==> src/rtl/icache_prefetch_engine.sv <==
// rtl/icache_prefetch_engine.sv - next-line instruction prefetcher with tag-matched request table
// Keeps a base line and a run-ahead count. Cancelled requests stay allocated as stale until their tag returns.
module icache_prefetch_engine #(
  parameter int XLEN   = 32,
  parameter int DEPTH  = 4,
  parameter int DIST   = 8,
  parameter int IDX_W  = 5,
  parameter int TAG_W  = 8,
  parameter int MTAG_W = 4
) (
  input  logic                       clock,
  input  logic                       reset,
  input  logic                       pf_enable,
  input  logic [$clog2(DIST+1)-1:0]  cfg_distance,
  input  logic                       fetch_valid,
  input  logic [XLEN-1:0]            fetch_addr,
  input  logic [1:0]                 fetch_advance,
  input  logic                       redirect,
  input  logic                       give_way,
  input  logic                       lookup_valid,
  output logic                       already_fetched,
  input  logic [MTAG_W-1:0]          mem_response,
  input  logic [MTAG_W-1:0]          mem_tag,
  output logic [1:0]                 pf_command,
  output logic [XLEN-1:0]            pf_addr,
  output logic                       pf_wr_enable,
  output logic [IDX_W-1:0]           pf_wr_index,
  output logic [TAG_W-1:0]           pf_wr_tag,
  output logic [$clog2(DEPTH+1)-1:0] pf_outstanding
);

  localparam int LINE_W = XLEN - 3;
  localparam int CMP_W  = IDX_W + TAG_W;
  localparam int DW     = $clog2(DIST + 1);
  localparam int CW     = $clog2(DEPTH + 1);
  localparam int SW     = (DEPTH > 1) ? $clog2(DEPTH) : 1;

  localparam logic [1:0] S_IDLE   = 2'd0;
  localparam logic [1:0] S_STREAM = 2'd1;
  localparam logic [1:0] S_HOLD   = 2'd2;

  localparam logic [1:0] BUS_NONE = 2'b00;
  localparam logic [1:0] BUS_LOAD = 2'b01;

  logic [1:0]        state;
  logic [LINE_W-1:0] base_line;
  logic [DW-1:0]     ahead;
  logic [DEPTH-1:0]  ent_valid;
  logic [DEPTH-1:0]  ent_stale;
  logic [MTAG_W-1:0] ent_mtag [DEPTH];
  logic [CMP_W-1:0]  ent_line [DEPTH];

  logic [DW-1:0]     dist_eff;
  logic [1:0]        adv;
  logic [LINE_W-1:0] fetch_line;
  logic [LINE_W-1:0] req_line;
  logic              has_free;
  logic              hit;
  logic              issue;
  logic              accept;
  logic              hold_next;
  logic              live_match;
  logic [SW-1:0]     free_idx;
  logic [SW-1:0]     hit_idx;
  logic [DEPTH-1:0]  valid_next;
  logic [CW-1:0]     cnt_now;
  logic [CW-1:0]     cnt_next;
  logic [DW:0]       ahead_up;
  logic [DW:0]       ahead_dn;
  logic [DW-1:0]     ahead_adv;
  logic              unused_addr_bits;

  assign dist_eff         = (cfg_distance > DW'(DIST)) ? DW'(DIST) : cfg_distance;
  assign adv              = (fetch_advance == 2'd3) ? 2'd2 : fetch_advance;
  assign fetch_line       = fetch_addr[XLEN-1:3];
  assign req_line         = base_line + LINE_W'(ahead);
  assign unused_addr_bits = ^fetch_addr[2:0];

  // Downward scan so the lowest matching index wins for both searches.
  always_comb begin
    has_free = 1'b0;
    free_idx = '0;
    hit      = 1'b0;
    hit_idx  = '0;
    for (int i = DEPTH - 1; i >= 0; i--) begin
      if (!ent_valid[i]) begin
        has_free = 1'b1;
        free_idx = SW'(i);
      end
      if (ent_valid[i] && (mem_tag != '0) && (ent_mtag[i] == mem_tag)) begin
        hit     = 1'b1;
        hit_idx = SW'(i);
      end
    end
  end

  assign issue  = (state == S_STREAM) && pf_enable && !redirect && !give_way && has_free;
  assign accept = issue && (mem_response != '0);

  assign pf_command   = issue ? BUS_LOAD : BUS_NONE;
  assign pf_addr      = {req_line, 3'b000};
  assign pf_wr_enable = hit && !ent_stale[hit_idx];
  assign pf_wr_index  = hit ? ent_line[hit_idx][IDX_W-1:0] : '0;
  assign pf_wr_tag    = hit ? ent_line[hit_idx][CMP_W-1:IDX_W] : '0;

  always_comb begin
    live_match = 1'b0;
    for (int i = 0; i < DEPTH; i++) begin
      if (ent_valid[i] && !ent_stale[i] && (ent_line[i] == fetch_line[CMP_W-1:0]))
        live_match = 1'b1;
    end
  end

  assign already_fetched = lookup_valid && live_match;

  always_comb begin
    valid_next = ent_valid;
    if (hit)
      valid_next[hit_idx] = 1'b0;
    if (accept)
      valid_next[free_idx] = 1'b1;
    cnt_now  = '0;
    cnt_next = '0;
    for (int i = 0; i < DEPTH; i++) begin
      cnt_now  = cnt_now + CW'(ent_valid[i]);
      cnt_next = cnt_next + CW'(valid_next[i]);
    end
  end

  assign pf_outstanding = cnt_now;

  // Run-ahead after this cycle's consumption and accept, floored at 0 and capped at DIST.
  always_comb begin
    ahead_up  = {1'b0, ahead} + {{DW{1'b0}}, accept};
    ahead_dn  = '0;
    ahead_adv = '0;
    if (ahead_up > (DW+1)'(adv)) begin
      ahead_dn  = ahead_up - (DW+1)'(adv);
      ahead_adv = (ahead_dn > (DW+1)'(DIST)) ? DW'(DIST) : ahead_dn[DW-1:0];
    end
  end

  assign hold_next = (ahead_adv >= dist_eff) || (cnt_next == CW'(DEPTH));

  always_ff @(posedge clock or negedge reset) begin
    if (!reset) begin
      state     <= S_IDLE;
      base_line <= '0;
      ahead     <= '0;
      ent_valid <= '0;
      ent_stale <= '0;
      for (int i = 0; i < DEPTH; i++) begin
        ent_mtag[i] <= '0;
        ent_line[i] <= '0;
      end
    end else begin
      for (int i = 0; i < DEPTH; i++) begin
        if (redirect && ent_valid[i])
          ent_stale[i] <= 1'b1;
        if (hit && (hit_idx == SW'(i)))
          ent_valid[i] <= 1'b0;
        if (accept && (free_idx == SW'(i))) begin
          ent_valid[i] <= 1'b1;
          ent_stale[i] <= 1'b0;
          ent_mtag[i]  <= mem_response;
          ent_line[i]  <= req_line[CMP_W-1:0];
        end
      end

      if (redirect) begin
        if (fetch_valid) begin
          state     <= S_STREAM;
          base_line <= fetch_line;
          ahead     <= '0;
        end else begin
          state <= S_IDLE;
        end
      end else if (state == S_IDLE) begin
        if (fetch_valid) begin
          state     <= S_STREAM;
          base_line <= fetch_line;
          ahead     <= '0;
        end
      end else begin
        base_line <= base_line + LINE_W'(adv);
        ahead     <= ahead_adv;
        state     <= hold_next ? S_HOLD : S_STREAM;
      end
    end
  end

endmodule

==> config.mk <==
export PLATFORM = sky130hd
export DESIGN_NAME = icache_prefetch_engine
export DESIGN_NICKNAME = d
export VERILOG_FILES = /design/src/rtl/icache_prefetch_engine.sv
export SDC_FILE = /design/constraint.sdc
export NUM_CORES = 1
export LEC_CHECK = 0
export ABC_AREA = 1
export BUFFER_PORTS_ARGS = -buffer_cell sky130_fd_sc_hd__buf_2
export CORE_MARGIN = 2
export CORE_UTILIZATION = 53
export CTS_CLUSTER_SIZE = 8
export DETAILED_ROUTE_END_ITERATION = 8
export PLACE_DENSITY_LB_ADDON = 0.25
export SLEW_MARGIN = 20
export SYNTH_ARGS = -nofsm -noshare
export SYNTH_HDL_FRONTEND = slang
export SYNTH_SLANG_ARGS = --single-unit
==> constraint.sdc <==
create_clock -name clock -period 4.3 [get_ports clock]
set_input_delay 0.43 -clock clock [delete_from_list [all_inputs] [get_ports clock]]
set_output_delay 0.43 -clock clock [all_outputs]
set_load 0.1 [all_outputs]
==> results of run 1 <==
[cell usage after synthesis, drive strengths merged, types with 2 or more instances]
cell type  number
a21oi          36
a31oi           4
and3            2
buf            24
clkbuf         19
clkinv          4
dfrtp         111
fa              5
ha             18
inv           171
mux2i           3
nand2         326
nand3          92
nand3b          3
nand4           6
nor2          103
nor3           16
nor4            3
o211ai          2
o21a            3
o21ai         115
o22ai          40
xnor2           7
xor2           47
[final cells by class]
cell class,count,area (um2)
Clock buffer,9,225
Sequential cell,111,2780
Clock inverter,7,81.3
Tap cell,188,235
Timing Repair Buffer,114,618
Inverter,175,661
Multi-Input combinational cell,838,4420
Fill cell,1442,6010
[power by group]
part           switching [mW]  internal [mW]
Clock                   0.426          0.459
Sequential              0.421           1.47
Combinational            3.15          0.982
Total                    3.99           2.91
[tightest hold or removal path, cell delays in order]
cell and delay [ns]:
buf_2 0.10, nand2_1 0.05, o21ai_0 0.06
[through the flow]
stage / hold WS, ns / instances / utilization
after floorplan: 0.134 / 1167 / -
after global placement: 0.384 / 1424 / 0.578
after detailed placement: 0.381 / 1424 / 0.578
after CTS: 0.305 / 1441 / 0.599
after global routing: 0.340 / 1442 / 0.600
final: 0.312 / 1442 / 0.600
[state kept, by name, summed over array words and instances, names as in the netlist]
signal     flops
ent_mtag      16
ahead          4
ent_stale      4
ent_line      52
state          2
ent_valid      4
base_line     29
[path summary, 6_finish.rpt]
kind	from	to	slack [ns]	cells after the start
worst min register to register	ent_mtag[4]	ent_mtag[4]	0.50	2
max in group asynchronous	reset	ent_valid[0]	2.78	3
worst max-delay path	ent_valid[2]	state[0]	0.35	23
worst max register to register	ent_valid[2]	state[0]	0.35	23
worst min-delay path	mem_response[3]	ent_mtag[3]	0.31	3
min in group asynchronous	reset	ent_mtag[8]	0.53	2
[routing by layer]
layer / up-vias / track usage / wire, um
li1: 3883 / - / -
met1: 3650 / 0.428 / 10300
met2: 331 / 0.491 / 11100
met3: 45 / 0.0662 / 1930
met4: 0 / 0.0989 / 670
met5: - / 0 / 0
[kinds of logic after synthesis]
logic type	after synthesis
other	1
AOI/OAI and AO/OA	201
DFF	111
buffers and inverters	218
xor gates and xnor gates	54
adders and majority gates	23
muxes	3
and+or+nand+nor	553
[what timing repair did]
action / 4_1_cts / 5_1_grt
setup buffers: 0 / 1
endpoints found under the setup margin: 0 / 1
gates resized for setup: 0 / 3
endpoints found under the hold margin: 15 / 0
hold buffers: 1 / 0
==> metrics, run 1 <==
status=finished, final reports clean; worst path bufs/invs=5; CP startpoint kind=flip-flop; ANT nets after route=0; antenna violations before repair=0; P&R area growth vs syn=11.5%; via/cell ratio=5.48; PD cells=765 nW/um2; #FFs+latches synth=111; Worst-Skew Late Latency=0.37 ns; die area=16300 um2; area leader, netlist=dfrtp_1; Die W=128 um; top_reg_cell synth=dfrtp_1; routed length per instance=16.7 um; ys async rst share=1.00; commonest non-fill, non-tap cell in the layout=nand2_1; Unique masters post-synth=49; Critical Path RT=4.60 ns; Slew headroom=0.448; # DRC=0; via count=7909; vias in the first global route=7421; HP Class=input pin to flip-flop; Sink Count=111; Largest delay share family, worst path=adder cells; setup ws final=0.348 ns; CTS Root Cell=clkbuf_16; Routed WL=24000 um; Hold Vio Cnt, Final=0; sequential area share after synthesis=0.343; nature of the critical path endpoint=flip-flop; die height=128 um; largest net degree at the start of global routing=49; Initial Utilization=0.538; largest family of logic cells by synthesized area=simple AND/OR/NAND/NOR gates; CTS clk-pin slew, worst paths=0.08 ns; Slew @ Worst Pin=0.828 ns; VDD IR max=0.539 mV; CP Max Fanout=5; Final GP Congestion=0.953; Final setup violation count=0; first-pass GRT wire length=39300 um; Pwr Total=6.90 mW; Max Slew Vio Count=0; Final Cycle Share=0.919; layout cells sized above 1=0.163; pre-CTS WS=0.165 ns; type of the worst setup path=flip-flop to flip-flop; Synth area leaders=dfrtp_1 34%, nand2_1 15%, inv_1 7.0%; Rows=45; Setup TNS Final=0 ns; Max Cap Viol=0; final HPWL from detailed placement=18200 um; Compound-Gate Fraction of Synth Area=0.142; CTS Buf Count=9; Detailed Routing Iterations Pass 1=5; FMAX=253 MHz; Syn Inst Count=1164; synthesized area=8090 um2; CTS Buffer Depth=2; simple-gate share of the synthesized area=0.298; EDFF count, synth=0; Critical-path top delay cell=fa_1; num ports=105; PortBufs=97; Synth top area share=0.343; H-tree Lvls=3; CP arrival=4.25 ns; CP max stage delay=0.47 ns; multiplexer share of the synthesized area=0.00371; Cell Chain, Critical Path=inv_1, nor3_2, a21oi_2, nand2_4, inv_2, ha_1, ha_1, inv_1, fa_1, xor2_1, nor2_1, nand2_1, nand2_1, nand2_1, ha_1, o21a_1, o21a_1, o21ai_0, buf_4, nand2_1, nand2_1, inv_1, nor2_1; fin crit period=3.95 ns; grt total ovfl=0; post-synthesis adder-cell area fraction=0.0402; Synth Warn #=0; Finished Cell Area=9020 um2; leakage power=4.62 nW; CTS tree=yes; Avg Inst Size Synth=6.95 um2; final setup skew=0.0111 ns; commonest cells after routing, fill and taps aside=319 x nand2_1, 150 x inv_1, 109 x dfrtp_1; Synth Area in XOR/XNOR=0.0603; n_diodes=0; Total GRT Usage=0.310; Crit path top cell by count=nand2_1; Post-layout nets=1325; Core Area=15000 um2; Iteration-0 DRC Markers=699; placed instance area=8690 um2
(Power assumes the default switching activity.)
==> run 2, diff against run 1 <==
Settings changed: ABC_AREA 1 to default.
==> run 2 against run 1 <==
Compared with the run above: synthesized cell count decreased by 25%; sequential share of layout area grew 3.1 points; clock power is 5.6% higher; critical path type unchanged; critical endpoint unchanged; largest power group unchanged; total power decreased by 13%; critical path depth shrank 5; area after synthesis fell by 9.3%; non-clock buffer count fell by 4; final cell count is 23% lower.
==> metrics, run 2 <==
status=finished, final reports clean; Max Slew Vio Count=0 (unchanged); Synth area leaders=dfrtp_1 38%, nand2_1 7.2%, xnor2_1 6.3%; die height=122 um (-4.6%); CTS tree=yes; Die W=122 um (-4.6%); final setup skew=0.00901 ns (-0.00209 ns); synthesized area=7340 um2 (-9.3%); RSZ-0062 raised after global routing=false; Fill cells=1227 (-15%); largest registers=ent_line (52), base_line (29), ent_mtag (16); H-tree Lvls=3 (unchanged); leakage power=3.60 nW (-22%); die area=14800 um2 (-9.1%); Critical Path RT=4.59 ns (about the same); ys async rst share=1.00 (unchanged); hold-fix buffer count after cts=0 (-1); pre-CTS WS=0.112 ns (-0.0533 ns); most frequent cell after synthesis=nand2_1; Setup TNS Final=0 ns (unchanged); via count=6502 (-18%); Sink Count=111 (unchanged); CTS Buffer Depth=2 (unchanged); antenna violations before repair=0 (unchanged); via/cell ratio=5.87 (+7.1%); Post-Layout Cell Count=1107 (-23%); n_diodes=0 (unchanged); sequential share of power=0.325 (+0.051); # DRC=0 (unchanged); HP Class=input pin to asynchronous set/reset pin; Rows=42 (-6.7%); CP endpoint=state[0]; reg-to-reg critical path startpoint=ent_valid[1]; nature of the critical path endpoint=flip-flop; Clk pwr share=0.155 (+0.027); CP arrival=4.25 ns (about the same); P&R area growth vs syn=11.5% (about the same); first-pass GRT wire length=32400 um (-18%); Hold Vio Cnt, Final=0 (unchanged); vias in the first global route=6287 (-15%); Post-layout nets=1002 (-24%); #FFs+latches synth=111 (unchanged); VDD IR max=0.518 mV (-3.9%); Slew @ Worst Pin=1.05 ns (+0.225 ns); sequential area share after synthesis=0.379 (+0.0354); Synth Warn #=0 (unchanged); Pint=2.81 mW (-3.4%); CP Max Fanout=6 (+1); Final setup violation count=0 (unchanged); Max Cap Viol=0 (unchanged); post_cts resized=0 (unchanged); Initial Utilization=0.547 (+0.00919); Worst-Skew Late Latency=0.37 ns (about the same); Sw Share=0.535 (-0.0438); Iteration-0 DRC Markers=443 (-37%); Core Area=13400 um2 (-11%); Synth top cells by count=140 x nand2_1, 111 x dfrtp_1, 62 x nor2_1; cells on worst reg2reg path=18 (-22%); post-placement cell count=1091 (-23%); setup ws final=0.339 ns (-0.00822 ns); area leader, netlist=dfrtp_1; num ports=105 (unchanged); FF-to-FF End=state[0]; PD cells=738 nW/um2 (-3.5%); commonest cells after routing, fill and taps aside=140 x nand2_1, 111 x dfrtp_1, 96 x buf_2; Routed WL=20000 um (-17%); Avg Inst Size Synth=8.43 um2 (+21%); net switching power=3.23 mW (-19%); grt total ovfl=0 (unchanged); commonest non-fill, non-tap cell in the layout=nand2_1; CTS Root Cell=clkbuf_16; Reg2Reg Setup Slack=0.34 ns (about the same); layout cells sized above 1=0.170 (+0.00623); largest net degree at the start of global routing=81 (+65%); ANT nets after route=0 (unchanged); PortBufs=97 (unchanged); EDFF count, synth=0 (unchanged); FMAX=252 MHz (-0.21%); Final Cycle Share=0.921 (+0.00191); max FFs per register=52 (unchanged); Crit. Startpoint=ent_valid[1]; CTS Buf Count=9 (unchanged); Slew headroom=0.298 (-0.150); routed length per instance=18.1 um (+8.4%); final hold slack=0.0798 ns (-0.232 ns); top_reg_cell synth=dfrtp_1; final HPWL from detailed placement=14500 um (-20%); Syn Inst Count=870 (-25%); fin crit period=3.96 ns (+0.00822 ns); Synth top area share=0.379 (+0.0354); Largest Register=ent_line; Unique masters post-synth=66 (+35%); Total GRT Usage=0.283 (-0.0271); Post-CTS Setup Inserts=0 (unchanged); Comb power frac=0.520 (-0.078); CP startpoint kind=flip-flop; type of the worst setup path=flip-flop to flip-flop; CTS clk-pin slew, worst paths=0.07 ns (about the same); Final GP Congestion=0.916 (-3.8%); Detailed Routing Iterations Pass 1=5 (unchanged)
-- run 2: per-layer routing --
layer	GRT usage	vias up	part of all wire
li1	-	3096	-
met1	0.386	3125	0.44
met2	0.447	245	0.47
met3	0.0707	36	0.069
met4	0.0884	0	0.023
met5	0	-	0
-- run 2: power groups by stage --
stage | registers (mW) | logic [mW] | clock network, mW
2_1_floorplan | 1.79 | 2.67 | 0
3_3_place_gp | 1.96 | 3.07 | 0
3_5_place_dp | 1.97 | 3.11 | 0
4_1_cts | 1.95 | 3.13 | 0.941
5_1_grt | 2.03 | 3.36 | 0.984
6_report | 1.96 | 3.14 | 0.935
-- run 2: worst min-delay path by stage --
stage | startpoint | endpoint | slack (ns)
after detailed placement | ent_mtag[12] | ent_mtag[12] | 0.48
after global placement | ent_stale[2] | ent_stale[2] | 0.48
final | reset | ent_mtag[7] | 0.08
after CTS | fetch_addr[18] | base_line[15] | 0.27
after global routing | reset | ent_mtag[7] | 0.16
after floorplan | reset | ahead[0] | 0.13
-- run 2: layout make-up --
class / count / area (um2) / share of cell area
sequential: 111 / 2780 / 0.340
clock inverter: 7 / 104 / 0.0127
tap: 176 / 220 / 0.0269
multi-input combinational: 662 / 4140 / 0.507
timing repair buffer: 110 / 589 / 0.0720
clock buffer: 9 / 225 / 0.0275
inverter: 32 / 120 / 0.0147
-- run 2: logic make-up (layout without fill, tap and decap cells) --
family / count (synthesis) / after routing / share of synthesized area
AO/OA/AOI/OAI: 187 / 187 / 0.161
multiplexers: 10 / 10 / 0.0150
adder cells (fa/ha/maj): 23 / 23 / 0.0443
buffers and inverters: 100 / 158 / 0.0612
XOR/XNOR: 93 / 93 / 0.111
AND/OR/NAND/NOR: 345 / 345 / 0.229
other: 1 / 4 / 0.000511
flip-flops: 111 / 111 / 0.379
-- run 2: stage by stage --
step / util / power (mW) / area, um2
3_3_place_gp: 0.585 / 5.03 / 7830
2_1_floorplan: - / 4.46 / 7350
4_1_cts: 0.609 / 6.03 / 8160
6_report: 0.610 / 6.04 / 8180
5_1_grt: 0.610 / 6.37 / 8180
3_5_place_dp: 0.585 / 5.08 / 7830
-- run 2: worst max-delay path: stages (launching register included) --
cell	delay, ns
dfrtp_1	0.45
nand3_1	0.19
o21a_1	0.24
o41a_1	0.12
ha_1	0.23
ha_1	0.30
ha_1	0.32
nor2b_2	0.20
nor4b_2	0.32
o31a_1	0.20
o221ai_2	0.11
or2_1	0.25
ha_1	0.29
nand2b_1	0.14
a21oi_1	0.13
nor2b_1	0.05
o21ai_0	0.15
a21oi_1	0.10
nor2_1	0.10
